File: config.mk
export PLATFORM = sky130hd
export DESIGN_NAME = mem_init
export DESIGN_NICKNAME = d
export VERILOG_FILES = /design/src/rtl/mem_init.sv
export SDC_FILE = /design/constraint.sdc
export NUM_CORES = 1
export LEC_CHECK = 0
export CAP_MARGIN = 20
export CORE_MARGIN = 5
export CORE_UTILIZATION = 35
export DETAILED_ROUTE_END_ITERATION = 16
export GPL_TIMING_DRIVEN = 0
export SYNTH_ARGS = -nofsm -noshare
export SYNTH_HDL_FRONTEND = slang
export SYNTH_SLANG_ARGS = --single-unit
File: constraint.sdc
create_clock -name i_clock -period 2.55 [get_ports i_clock]
set_input_delay 0.3825 -clock i_clock [delete_from_list [all_inputs] [get_ports i_clock]]
set_output_delay 0.3825 -clock i_clock [all_outputs]
set_load 0.005 [all_outputs]
File: src/rtl/mem_init.sv
// Power-up memory initialiser: copies COPY bytes from a paced synchronous ROM into
// main memory through a req/ack write port, then fills up to TOTAL bytes with FILL.
module mem_init #(
    parameter int             AW    = 19,
    parameter int             SW    = 16,
    parameter int             DW    = 8,
    parameter int             COPY  = 65536,
    parameter int             TOTAL = 524288,
    parameter logic [DW-1:0]  FILL  = '0
) (
    input  logic          i_clock,
    input  logic          i_reset,
    input  logic          i_ce,
    input  logic          i_ready,
    input  logic          i_restart,
    output logic [SW-1:0] o_srcA,
    input  logic [DW-1:0] i_srcQ,
    output logic          o_req,
    input  logic          i_ack,
    output logic [AW-1:0] o_a,
    output logic [DW-1:0] o_d,
    output logic          o_busy,
    output logic          o_done
);

    typedef enum logic [2:0] {
        S_IDLE, S_WAITRDY, S_READ, S_WRITE, S_NEXT, S_DONE
    } state_t;

    // One extra bit so COPY = 2^AW still compares correctly.
    localparam logic [AW:0]   COPY_X = (AW+1)'(COPY);
    localparam logic [AW-1:0] LAST   = AW'(TOTAL - 1);

    state_t          r_state, w_state_nxt;
    logic [AW-1:0]   r_n;
    logic            r_armed;
    logic [SW-1:0]   r_srcA;
    logic            r_req;
    logic [AW-1:0]   r_a;
    logic [DW-1:0]   r_d;
    logic            r_busy;
    logic            r_done;
    logic [AW-1:0]   w_n_inc;
    logic            w_inc_copy;
    logic            w_last;

    always_comb begin
        w_state_nxt = r_state;
        w_n_inc     = r_n + 1'b1;
        w_inc_copy  = ({1'b0, w_n_inc} < COPY_X);
        w_last      = (r_n == LAST);
        case (r_state)
            S_IDLE:    w_state_nxt = S_WAITRDY;
            S_WAITRDY: if (i_ready) w_state_nxt = S_READ;
            S_READ:    if (i_ce && r_armed) w_state_nxt = S_WRITE;
            S_WRITE:   if (i_ack && r_req) w_state_nxt = S_NEXT;
            S_NEXT: begin
                if (w_last)          w_state_nxt = S_DONE;
                else if (w_inc_copy) w_state_nxt = S_READ;
                else                 w_state_nxt = S_WRITE;
            end
            S_DONE:    if (i_restart) w_state_nxt = S_WAITRDY;
            default:   w_state_nxt = S_IDLE;
        endcase
    end

    always_ff @(posedge i_clock) begin
        if (i_reset) begin
            r_state <= S_IDLE;
            r_n     <= '0;
            r_armed <= 1'b0;
            r_srcA  <= '0;
            r_req   <= 1'b0;
            r_a     <= '0;
            r_d     <= '0;
            r_busy  <= 1'b0;
            r_done  <= 1'b0;
        end else begin
            r_state <= w_state_nxt;
            case (r_state)
                S_IDLE: r_busy <= 1'b1;
                S_WAITRDY: begin
                    r_n     <= '0;
                    r_armed <= 1'b0;
                    if (i_ready) r_srcA <= '0;
                end
                S_READ: begin
                    // First ce presents the address to the ROM, second ce captures its data.
                    if (i_ce) begin
                        if (!r_armed) begin
                            r_armed <= 1'b1;
                        end else begin
                            r_d   <= i_srcQ;
                            r_a   <= r_n;
                            r_req <= 1'b1;
                        end
                    end
                end
                S_WRITE: if (i_ack && r_req) r_req <= 1'b0;
                S_NEXT: begin
                    if (w_last) begin
                        r_busy <= 1'b0;
                        r_done <= 1'b1;
                    end else begin
                        r_n     <= w_n_inc;
                        r_armed <= 1'b0;
                        if (w_inc_copy) begin
                            r_srcA <= SW'(w_n_inc);
                        end else begin
                            r_a   <= w_n_inc;
                            r_d   <= FILL;
                            r_req <= 1'b1;
                        end
                    end
                end
                S_DONE: begin
                    if (i_restart) begin
                        r_done <= 1'b0;
                        r_busy <= 1'b1;
                    end
                end
                default: ;
            endcase
        end
    end

    assign o_srcA = r_srcA;
    assign o_req  = r_req;
    assign o_a    = r_a;
    assign o_d    = r_d;
    assign o_busy = r_busy;
    assign o_done = r_done;

endmodule
==> results.md <==
* Ys async rst share at 0%
* # rows at 36
* Gr ovfl total at 0
* Setup TNS at 0 ns
* Ranking of synthesized cells by area: dfxtp_1 (40%), a211oi_2 (6.2%), nor2_1 (6.1%), a21oi_1 (5.7%), xnor2_1 (4.1%)
* CP peak stage delay at 0.52 ns
* Vias in the first global route at 3049
* Largest net degree at the start of global routing at 13
* Cell Chain, Critical Path: and2_2 -> nand3_1 -> or4_4 -> o211ai_2 -> o2111a_1 -> buf_6 -> buf_4 -> nor2_1 -> a211oi_2
* Max Cap Viol at 0
* Most used DFF post-synth: dfxtp_1
* Final wirelength at 9.67 mm
* HP Class: reg2reg
* Cells after synthesis at 404
* Via density at 5.16
* Worst VDD drop at 0.326 mV
* Port Buf Inserts at 58
* Synth area leader: dfxtp_1
* #FFs+latches synth at 69
* Syn-to-layout area delta at 30.1%
* Final Cycle Share at 95.1%
* Status: complete, no violations
* Worst Clk Skew at 0.00851 ns
* Max Clock Freq at 0.412 GHz
* FILL cells at 974
* Layout cell share with drive strength beyond 1 at 15.5%
* Setup violators final at 0
* Post-CTS Hold Buffers at 0
* Final GP Congestion at 0.914
* Least-Margin Pin Slew at 0.794 ns
* CTS Root Cell: clkbuf_8
* # DRC at 0
* Core area at 0.00968 mm2
* Startpoint types: flop
* Mapped Area at 0.00345 mm2
* Area of the die at 0.0119 mm2
* Worst skew pair latency at 0.35 ns
* RSZ-0062 raised after global routing: no
* Cell variety after synth at 55
* I/O pin count at 60
* Initial drt markers at 194
* Placed cell area at 0.00419 mm2
* CP max-delay cell: or4_4
* Die height at 109 um
* Avg WL per Cell at 15.9 um
* Minimum clock period after layout at 2.42 ns
* Kind of critical path: reg2reg
* Max Slew Vio Count at 0
* Commonest non-fill, non-tap cell in the layout: dfxtp_1
* EDFF count, synth at 0
* H-tree depth at 3
* Max-slew headroom at 47.1%
* Gr usage total at 17.0%
* Pwr dens at 559 mW/mm2
* Routed vias at 3140
* Design area at 0.00448 mm2
* First-pass GRT wire length at 15.7 mm
* Most frequent cells in the layout: dfxtp_1 (65), clkdlybuf4s50_1 (58), nor2_1 (55), a21oi_1 (38), nand2_1 (35)
* CTS buffer count at 9
* Crit-path max FO at 10
* Final Hold Fails at 0
* Seq/Total Area, Yosys at 40.1%
* ANT nets after route at 0
* YS warnings at 0
* Final nets at 487
* Die W at 109 um
* Syn_area_per_cell at 8.53 um2
* Clock slew at reported path FFs at 0.08 ns
* Hpwl dp at 6.97 mm
* Top cell type's share of synthesized area at 40.1%
* Crit end category: flop
* WP data required at 2.82 ns
* Diodes inserted at 0
* Lkg Pwr at 0.00144 uW
* Clk sinks at 69
* Antenna violations before repair at 0
* DRT Pass-1 Iters at 4
* Initial Utilization at 35.6%
* Mapped Nets at 420
* CTS tree: yes
* Worst EP arrival at 2.69 ns
* Clock Tree Buf Depth at 2
-- critical path, delay by kind of cell, from the launching register on --
family          cells  cell delay (ns)
compound gates      3             0.55
simple gates        4             0.98
flops               1             0.46
buf+inv             2             0.35
-- flip-flops by register name, summed over array words and instances (netlist names), 3 cells and up --
name and count:
o_srcA 16, o_d 8, o_a 19, r_state 3, r_n 19
-- area by class of cell --
cell class	instances	area, um2	area share, %
timing repair buffer	59	588	13.1
buffer	27	153	3.41
clock inverter	6	86.3	1.93
inverter	4	15.0	0.335
tap	133	166	3.71
clock buffer	10	138	3.07
sequential	69	1390	30.9
multi-input combinational	301	1950	43.5
-- metrics by stage --
stage | total power, uW | hold slack (ns) | cells | utilization [%] | worst slack, ns
floorplan | 1380 | 0.454 | 404 | - | 0.299
global placement | 1520 | 0.450 | 595 | 43.3 | -0.267
detailed placement | 1520 | 0.449 | 595 | 43.3 | -0.250
CTS | 2530 | 0.469 | 611 | 45.8 | 0.0243
global route | 2620 | 0.490 | 609 | 46.3 | 0.00301
finish | 2510 | 0.469 | 609 | 46.3 | 0.126
-- metal layers --
metal  share of wire [%]  wire length [um]  track usage, %  up-vias
met4                 1.5               148            5.61        0
met3                 5.7               553            4.20       13
met2                  45              4340            26.1       89
met1                  48              4620            23.5     1484
li1                    -                 -               -     1554
met5                   0                 0               0        -
-- worst paths after layout --
| kind | slack, ns | to | depth (start not counted) | start |
|---|---|---|---|---|
| setup / recovery | 0.13 | o_a[7] | 9 | r_n[15] |
| hold / removal | 0.47 | o_srcA[1] | 1 | o_srcA[1] |
| setup reg to reg | 0.13 | o_a[7] | 9 | r_n[15] |
| hold reg to reg | 0.47 | o_srcA[1] | 1 | o_srcA[1] |
-- where the power goes --
group	internal, uW	switching (uW)	total (uW)
sequential	1100	29.1	1130
clock	575	428	1000
combinational	122	251	373
total	1800	708	2510
-- Yosys cell counts (all sizes together) (3+ instances only) --
cell	n
nor4	5
a22o	4
clkbuf	15
nand2	36
or3	5
nor3	4
nand4	3
nand2b	15
a211oi	19
o21ai	16
xnor2	16
dfxtp	69
inv	4
xor2	14
buf	15
a21oi	40
nand3	26
o2bb2ai	4
and3	7
a31oi	3
nor2	56
-- cells by family after synthesis --
kind of cell	after synthesis	share of synthesized area (%)
simple gates	167	24.2
compound gates	102	22.4
flops	69	40.1
buf+inv	34	4.90
xor+xnor	30	7.63
fa+ha+maj	2	0.726
-- timing repair --
action / 4_1_cts / 5_1_grt
cloned: 0 / 0
buffers inserted: 0 / 1
pin swaps: 0 / 3
resized for setup: 6 / 14
endpoints found under the setup margin: 37 / 52
Note: power is estimated with default switching activity, not from simulation.
